### src/rtl/mem_line_scheduler.sv
// Line-transfer scheduler for the shared MCB command port: four requesters split
// their lines into fixed bursts; display preloads preempt the others at burst edges.
module mem_line_scheduler #(
  parameter int          LINE_WORDS  = 640,
  parameter int          BURST_LEN   = 32,
  parameter int          LINE_STRIDE = 4096,
  parameter logic [29:0] DISP_BASE   = 30'h0000000,
  parameter logic [29:0] CAP_BASE    = 30'h0200000,
  parameter logic [29:0] BG_BASE     = 30'h0400000
) (
  input  logic        clk,
  input  logic        rst_n,
  input  logic        disp_req,
  input  logic [10:0] disp_line,
  input  logic        cap_req,
  input  logic [10:0] cap_line,
  input  logic        bgr_req,
  input  logic        bgw_req,
  input  logic [10:0] bg_line,
  input  logic        mcb_cmd_full,
  input  logic [6:0]  mcb_wr_count,
  input  logic [6:0]  mcb_rd_count,
  output logic        mcb_cmd_en,
  output logic [2:0]  mcb_cmd_instr,
  output logic [5:0]  mcb_cmd_bl,
  output logic [29:0] mcb_cmd_addr,
  output logic [3:0]  done,
  output logic        busy,
  output logic [3:0]  overrun
);

  // state | meaning
  // IDLE  | nothing selected, waiting for any pending request
  // ARB   | pick highest-priority pending requester, load its burst address
  // CHECK | wait for command slot and data FIFO room
  // ISSUE | command strobe high for this single cycle
  // NEXT  | advance burst index, finish line, or yield to display

  localparam int              NB       = LINE_WORDS / BURST_LEN;
  localparam int              BI_W     = (NB > 1) ? $clog2(NB) : 1;
  localparam logic [BI_W-1:0] BI_LAST  = BI_W'(NB - 1);
  localparam logic [29:0]     STRIDE30 = 30'(LINE_STRIDE);
  localparam logic [29:0]     BSTEP    = 30'(BURST_LEN * 4);
  localparam logic [6:0]      WR_ROOM  = 7'(BURST_LEN);
  localparam logic [6:0]      RD_ROOM  = 7'(64 - BURST_LEN);

  typedef enum logic [2:0] {IDLE, ARB, CHECK, ISSUE, NEXT} state_t;

  state_t          state;
  logic [3:0]      pending;
  logic [1:0]      cur;
  logic [10:0]     line_q [4];
  logic [BI_W-1:0] bi_q   [4];

  logic [3:0]      req;
  logic [10:0]     line_in [4];
  logic [3:0]      clr_mask;
  logic [3:0]      pend_kept;
  logic [3:0]      accept;
  logic [3:0]      ovr_hit;
  logic [1:0]      arb_sel;
  logic            last_burst;
  logic            room;
  logic [BI_W-1:0] bi_inc;

  // Requester index order {bgw, bgr, cap, disp}; odd indexes are the write jobs.
  function automatic logic [29:0] burst_addr(input logic [1:0] id, input logic [10:0] ln,
                                             input logic [BI_W-1:0] b);
    logic [29:0] base;
    case (id)
      2'd0:    base = DISP_BASE;
      2'd1:    base = CAP_BASE;
      default: base = BG_BASE;
    endcase
    return base + ({19'd0, ln} * STRIDE30) + (30'(b) * BSTEP);
  endfunction

  assign req        = {bgw_req, bgr_req, cap_req, disp_req};
  assign line_in[0] = disp_line;
  assign line_in[1] = cap_line;
  assign line_in[2] = bg_line;
  assign line_in[3] = bg_line;

  assign last_burst = (bi_q[cur] == BI_LAST);
  assign bi_inc     = bi_q[cur] + BI_W'(1);
  assign room       = cur[0] ? (mcb_wr_count >= WR_ROOM) : (mcb_rd_count <= RD_ROOM);

  // A finishing job frees its slot before a same-edge request is judged.
  always_comb begin
    clr_mask = '0;
    if (state == NEXT && last_burst) clr_mask[cur] = 1'b1;
  end

  assign pend_kept = pending & ~clr_mask;
  assign accept    = req & ~pend_kept;
  assign ovr_hit   = req & pend_kept;

  always_comb begin
    arb_sel = 2'd3;
    if (pending[0])      arb_sel = 2'd0;
    else if (pending[1]) arb_sel = 2'd1;
    else if (pending[2]) arb_sel = 2'd2;
  end

  always_ff @(posedge clk or negedge rst_n) begin
    if (!rst_n) begin
      state         <= IDLE;
      pending       <= '0;
      cur           <= '0;
      mcb_cmd_en    <= 1'b0;
      mcb_cmd_instr <= '0;
      mcb_cmd_bl    <= '0;
      mcb_cmd_addr  <= '0;
      done          <= '0;
      busy          <= 1'b0;
      overrun       <= '0;
      for (int i = 0; i < 4; i++) begin
        line_q[i] <= '0;
        bi_q[i]   <= '0;
      end
    end else begin
      mcb_cmd_bl <= 6'(BURST_LEN - 1);
      done       <= '0;
      pending    <= pend_kept | accept;
      overrun    <= overrun | ovr_hit;
      for (int i = 0; i < 4; i++) begin
        if (accept[i]) line_q[i] <= line_in[i];
      end

      case (state)
        IDLE: begin
          if (|pending) begin
            state <= ARB;
            busy  <= 1'b1;
          end
        end
        ARB: begin
          cur           <= arb_sel;
          mcb_cmd_instr <= arb_sel[0] ? 3'b000 : 3'b001;
          mcb_cmd_addr  <= burst_addr(arb_sel, line_q[arb_sel], bi_q[arb_sel]);
          state         <= CHECK;
        end
        CHECK: begin
          if (!mcb_cmd_full && room) begin
            mcb_cmd_en <= 1'b1;
            state      <= ISSUE;
          end
        end
        ISSUE: begin
          mcb_cmd_en <= 1'b0;
          state      <= NEXT;
        end
        NEXT: begin
          if (last_burst) begin
            bi_q[cur] <= '0;
            done[cur] <= 1'b1;
            busy      <= 1'b0;
            state     <= IDLE;
          end else begin
            bi_q[cur] <= bi_inc;
            if (pending[0] && cur != 2'd0) begin
              state <= ARB;
            end else begin
              mcb_cmd_addr <= burst_addr(cur, line_q[cur], bi_inc);
              state        <= CHECK;
            end
          end
        end
        default: state <= IDLE;
      endcase
    end
  end

endmodule

### config.mk
export PLATFORM = sky130hd
export DESIGN_NAME = mem_line_scheduler
export DESIGN_NICKNAME = d
export VERILOG_FILES = /design/src/rtl/mem_line_scheduler.sv
export SDC_FILE = /design/constraint.sdc
export NUM_CORES = 1
export LEC_CHECK = 0
export BUFFER_PORTS_ARGS = -buffer_cell sky130_fd_sc_hd__buf_2
export CAP_MARGIN = 20
export CORE_MARGIN = 8
export CORE_UTILIZATION = 50
export CTS_BUF_LIST = sky130_fd_sc_hd__clkbuf_8
export DETAILED_ROUTE_END_ITERATION = 16
export PLACE_DENSITY = 0.73
export SYNTH_ARGS = -nofsm -noshare
export SYNTH_HDL_FRONTEND = slang
export SYNTH_SLANG_ARGS = --single-unit
### constraint.sdc
create_clock -name clk -period 5.9 [get_ports clk]
set_input_delay 0 -clock clk [delete_from_list [all_inputs] [get_ports clk]]
set_output_delay 0 -clock clk [all_outputs]
set_load 0.03 [all_outputs]
### Yosys cells after proc, flatten, opt, wreduce, memory -nomap -nowiden

Index checks and enable logic that the tools add are counted.

* bits in latches: 0
* bits in registers: 117
* ROM bits: 0
* logic and storage cells: 116
* RAM bits: 0
* input bits: 54
* memories kept: 0
* output and inout port bits: 49

* add/subtract/negate cells: 5
* order comparisons: 7
* eq/ne operators: 12
* multiplexer cells: 45
* reduce and logical (&&, ||, !) cells: 18
* shift operators: 0
* divide/modulo/power cells: 0
* multiply operators: 0
* bitwise logic cells: 11

Operators with widths (number)
* 30-bit two-way mux: 6
* 23-bit case mux with 2 select lines: 2
* 30-bit by 12-bit adder with 30-bit output: 2
* 30-bit by 23-bit adder with 30-bit output: 2
* 30-bit case mux with 2 select lines: 1
* 11-bit binary-select mux with 2-bit select: 2
* 11-bit two-way mux: 4
* 5-bit two-way mux: 5
* 20-bit AND: 1
* 5-bit binary-select mux with 2-bit select: 2
* 20-bit bitwise mux: 1
* 20-bit two-way mux: 1
* 20-bit inverter: 1
* 3-bit case mux with 5 select lines: 1
* 4-bit AND: 3
* 4-bit two-way mux: 3
* 5-bit demux with 2-bit select: 1
* 2-bit != test (second input constant): 5
* 2-bit two-way mux: 4
* 4-bit inverter: 2
* 4-bit bitwise OR: 2
* 2-bit nonzero test: 4
* 7-bit by 6-bit >= comparator with 1-bit output (second input constant): 1
* 7-bit by 6-bit less-or-equal comparator with 1-bit output (second input constant): 1
* 22 further kinds: 41

### Longest topological paths before layout

* word-level depth: 12
* depth in mapped cells: 10
* depth with buffers taken out: 9

### Worst setup path after synthesis

Ideal clock, no wire load.

* kind: flip-flop to flip-flop
* start: register cur[1]
* end: register line_q[11] (netlist bit)
* clock period less this slack: 2608 ps
* setup time: 125 ps
* required time: 5775 ps
* setup slack: 3292 ps
* data arrival time: 2483 ps
* path buffers: 2
* stages on the path, launching flop included: 10
* cells stage by stage: dfrtp_1 clkbuf_1 mux4_2 ha_1 inv_1 nor4b_4 nand3_1 o21ai_1 buf_4 mux2_2

* cells in the longest elaborated chain, start to end: 11
* elaborated cells between the ends (all ways): 16
* classes of those cells: 2 x order compare; 1 x eq/ne; 6 x mux; 5 x bitwise; 2 x reduce/logical

Ends and longest elaborated chain
* from (decl): line 51 `logic [1:0] cur;`
* from (signal assigned): line 138 `cur <= arb_sel;`
* 2-bit inverter with 3-bit output (implied by the code): line 84 `assign last_burst = (bi_q[cur] == BI_LAST);`
* 5-bit binary-select mux with 2-bit select: line 84
* 5-bit two-way mux (implied by the code) (2 in series): line 84
* 5-bit == test: line 84
* 1-bit logical AND: line 91 `if (state == NEXT && last_burst) clr_mask[cur] = 1'b1;`
* 4-bit two-way mux (*): line 91
* 4-bit inverter (*): line 94 `assign pend_kept = pending & ~clr_mask;`
* 4-bit AND (*): line 94
* 4-bit inverter (*): line 95 `assign accept = req & ~pend_kept;`
* 4-bit AND (*): line 95
* to (signal, indexed assignment): line 127 `if (accept[i]) line_q[i] <= line_in[i];`
* to (decl): line 52 `logic [10:0] line_q [4];`

Every way passes the cells marked *; elsewhere a longest branch is shown, timed or not. The select of a mux whose other input is x is not followed.
A chain may end at the register's enable or synchronous reset.

### Worst setup path in the final report

* start: register cur[0]
* end: register line_q[16] (netlist bit)

The elaborated chain is that of the path after synthesis.

==> out/metrics.yaml <==
global_routing:
  grt_pass1_vias: 4187
  gr-usage-all-layers_pct: 18.61
  antenna_found_initial: 0
  grt_pass1_wl_um: 21290
  grt_max_degree: 82
  grt_overflow: 0
synth:
  ys_seq_elements: 102
  avgSynthCellArea_um2: 11.48
  yosysUniqueCellTypes: 47
  yosys_warnings: 0
  synthArstFlopShare_pct: 100.0
  synth-seq-area-share_pct: 48.01
  syn_inst: 463
  syn_area_um2: 5316
  ys.flop_type: "dfrtp_1"
  synth_edf_count: 0
clock_network:
  cts_hold_buf: 39
  tritoncts: "built"
  clockBufferDepth: 2
  cts_buffers: 9
  htreeDepth: 3
  cts_resized: 0
  cts_root_buffer: "clkbuf_8"
  clock_sinks: 102
  path_clk_slew_ps: 100
  post_cts_buffers: 0
  clk_latency_ps: 380
power_and_ir_drop:
  ir_drop_uv: 204.9
  powerDensity_nw_per_um2: 299.2
  p_leak_nw: 3.076
routing:
  drtPass1Iterations: 4
  ant_nets: 0
  avgRoutedWirePerCell_um: 17.74
  num_vias: 3941
  drc_errors: 0
  viasPerCell: 5.504
  wirelength_um: 12700
  drt_iter0_drc: 147
worst_setup_path:
  cp.depth: 8
  path_class: "register to register"
  crit_fanout: 19
  cp-endpoint: "line_q[16]"
  critPathCaptureType: "register"
  crit_path_cell_trace: "mux4_2 > ha_1 > inv_1 > nor4b_4 > nand3_1 > o21ai_1 > buf_4 > mux2_2"
  r2r_slack_ps: 2400
  critPathLaunch: "cur[0]"
  max_stage_delay_ps: 1040
  r2r-end: "line_q[16]"
  required_ps: 6170
  slowest_stage: "dfrtp_1"
  r2r-start: "cur[0]"
  cp_top_family: "flip-flops"
  start_kind: "register"
  cp.arrival_ps: 3770
  critPathBufInv: 2
  rr_worst_depth: 8
worst_hold_path:
  worstHoldPathType: "input pin to asynchronous set/reset pin"
timing:
  worst_pin_slew_ps: 1044
  skew_ps: 16.93
  maxSlewHeadroom_pct: 30.41
  finalCritPeriodShare_pct: 59.34
  rsz0062_at_grt: "no"
  fin_crit_ps: 3501
  worst_slack_ps: 2399
  tns_ps: 0
  slew_violations: 0
  hold_violations: 0
  hold-worst-slack_ps: 30.12
  fmax_ghz: 0.2856
  setup_violations: 0
placed_design:
  dp_worst_setup_slack_ps: 2376
  place.gp.congestion: 0.8120
  port_buffers: 81
  dp_hpwl_um: 8509
die:
  initial_core_util_pct: 51.50
  dieArea_um2: 14190
  die_w_um: 119.1
  fp-row-count: 37
  die_height_um: 119.1
  design.core.area_um2: 10320
  ios: 103
final_layout:
  register_area_um2: 2552
  multi_input_area_um2: 2487
  final_layout_size_suffix_gt1_share_pct: 34.14
  syn_to_final_growth_pct: 20.24
  num_antenna_cells: 0
  nFillCells: 831
  nets: 634
status:
  status: "finished clean"
job:
  maxCapViolCount: 0
[per-stage QoR]
stage	instances	util (%)	instance area, um^2	power, W
after detailed placement	660	55.94	5776	0.001462
final	716	61.92	6392	0.001913
after global routing	716	61.92	6392	0.002018
after CTS	715	61.65	6365	0.001929
after global placement	660	55.94	5776	0.001442
after floorplan	478	-	5373	0.001292
[layer usage]
metal / routed length, um / GRT usage (%) / part of all wire, % / up-vias
met5: 0 / 0 / 0 / -
li1: - / - / - / 1813
met2: 6570 / 31.79 / 52 / 115
met3: 722 / 3.448 / 5.7 / 14
met1: 5190 / 22.90 / 41 / 1999
met4: 218 / 7.194 / 1.7 / 0
[sequential cells by signal, summed over array words and instances, names as in the netlist]
name and cells:
busy 1, line_q 44, mcb_cmd_instr 1, cur 2
pending 4, mcb_cmd_bl 1, bi_q 20, mcb_cmd_en 1
done 4, state 3, mcb_cmd_addr 17, overrun 4
[cells in the final DEF, fill, tap and decap left out, drive strengths merged, types with 2 or more instances in the layout]
cell	instances
dfrtp	102
buf	94
mux2	66
nand2	53
o21ai	47
dlygate4sd3	39
mux2i	31
inv	18
conb	17
mux4	16
nor2	11
clkbuf	10
nand3	9
a21oi	9
nor2b	8
a21o	5
nor3	4
clkinv	4
or3	3
a31o	3
ha	3
and2	2
a31oi	2
fa	2
[how the worst min path moves through the flow]
stage	start	endpoint	slack, ps	depth (start not counted)
after floorplan	rst_n	bi_q[0]	-300	0
after detailed placement	rst_n	done[2]	-100	1
after global placement	rst_n	done[2]	-100	1
final	rst_n	done[2]	30	2
after CTS	rst_n	done[2]	20	2
after global routing	mcb_rd_count[6]	mcb_cmd_en	60	4
[where the power goes]
part           total [W]  internal (W)  leakage [nW]  switching [W]
registers       0.000878      0.000802          1.28      0.0000765
logic           0.000587      0.000243          1.70       0.000344
clock network   0.000447      0.000206         0.102       0.000241
total            0.00191       0.00125          3.08       0.000661
[cell families after synthesis]
family | Yosys count | share of synthesized area (%)
AOI/OAI and AO/OA | 77 | 8.450
xor gates and xnor gates | 2 | 0.3295
adders and majority gates | 5 | 1.459
buffers and inverters | 65 | 6.495
DFF | 102 | 48.01
muxes | 113 | 26.59
other | 2 | 0.1413
and+or+nand+nor | 97 | 8.520
[worst register-to-register path, delay by kind of cell, from the launching register on]
family	cells	cell delay, ps
DFF	1	1040
AOI/OAI and AO/OA	1	110
and+or+nand+nor	2	810
buffers and inverters	2	390
muxes	2	820
adders and majority gates	1	220
[synthesized netlist by cell type, types with 4 or more instances]
cell        n  area (um^2)
mux4_2     16        360.4
nand2_1    53        198.9
nand3_1     9        45.04
a21oi_1     9        45.04
mux2i_1    31        310.3
mux2_2     64        720.7
dfrtp_1   102         2552
clkbuf_1   17        63.81
o21ai_0    45        225.2
nor3_1      4        20.02
nor2b_1     8        50.05
buf_4      24        180.2
a21o_1      5        37.54
inv_1      18        67.56
nor2_1     11        41.29
[area by class of cell]
type / instances / share of cell area [%]
clock buffer: 10 / 2.153
clock inverter: 6 / 0.9591
inverter: 18 / 1.057
multi-input combinational: 311 / 38.91
sequential: 102 / 39.93
tap: 136 / 2.662
timing repair buffer: 133 / 14.33
Note: power is estimated with default switching activity, not from simulation.
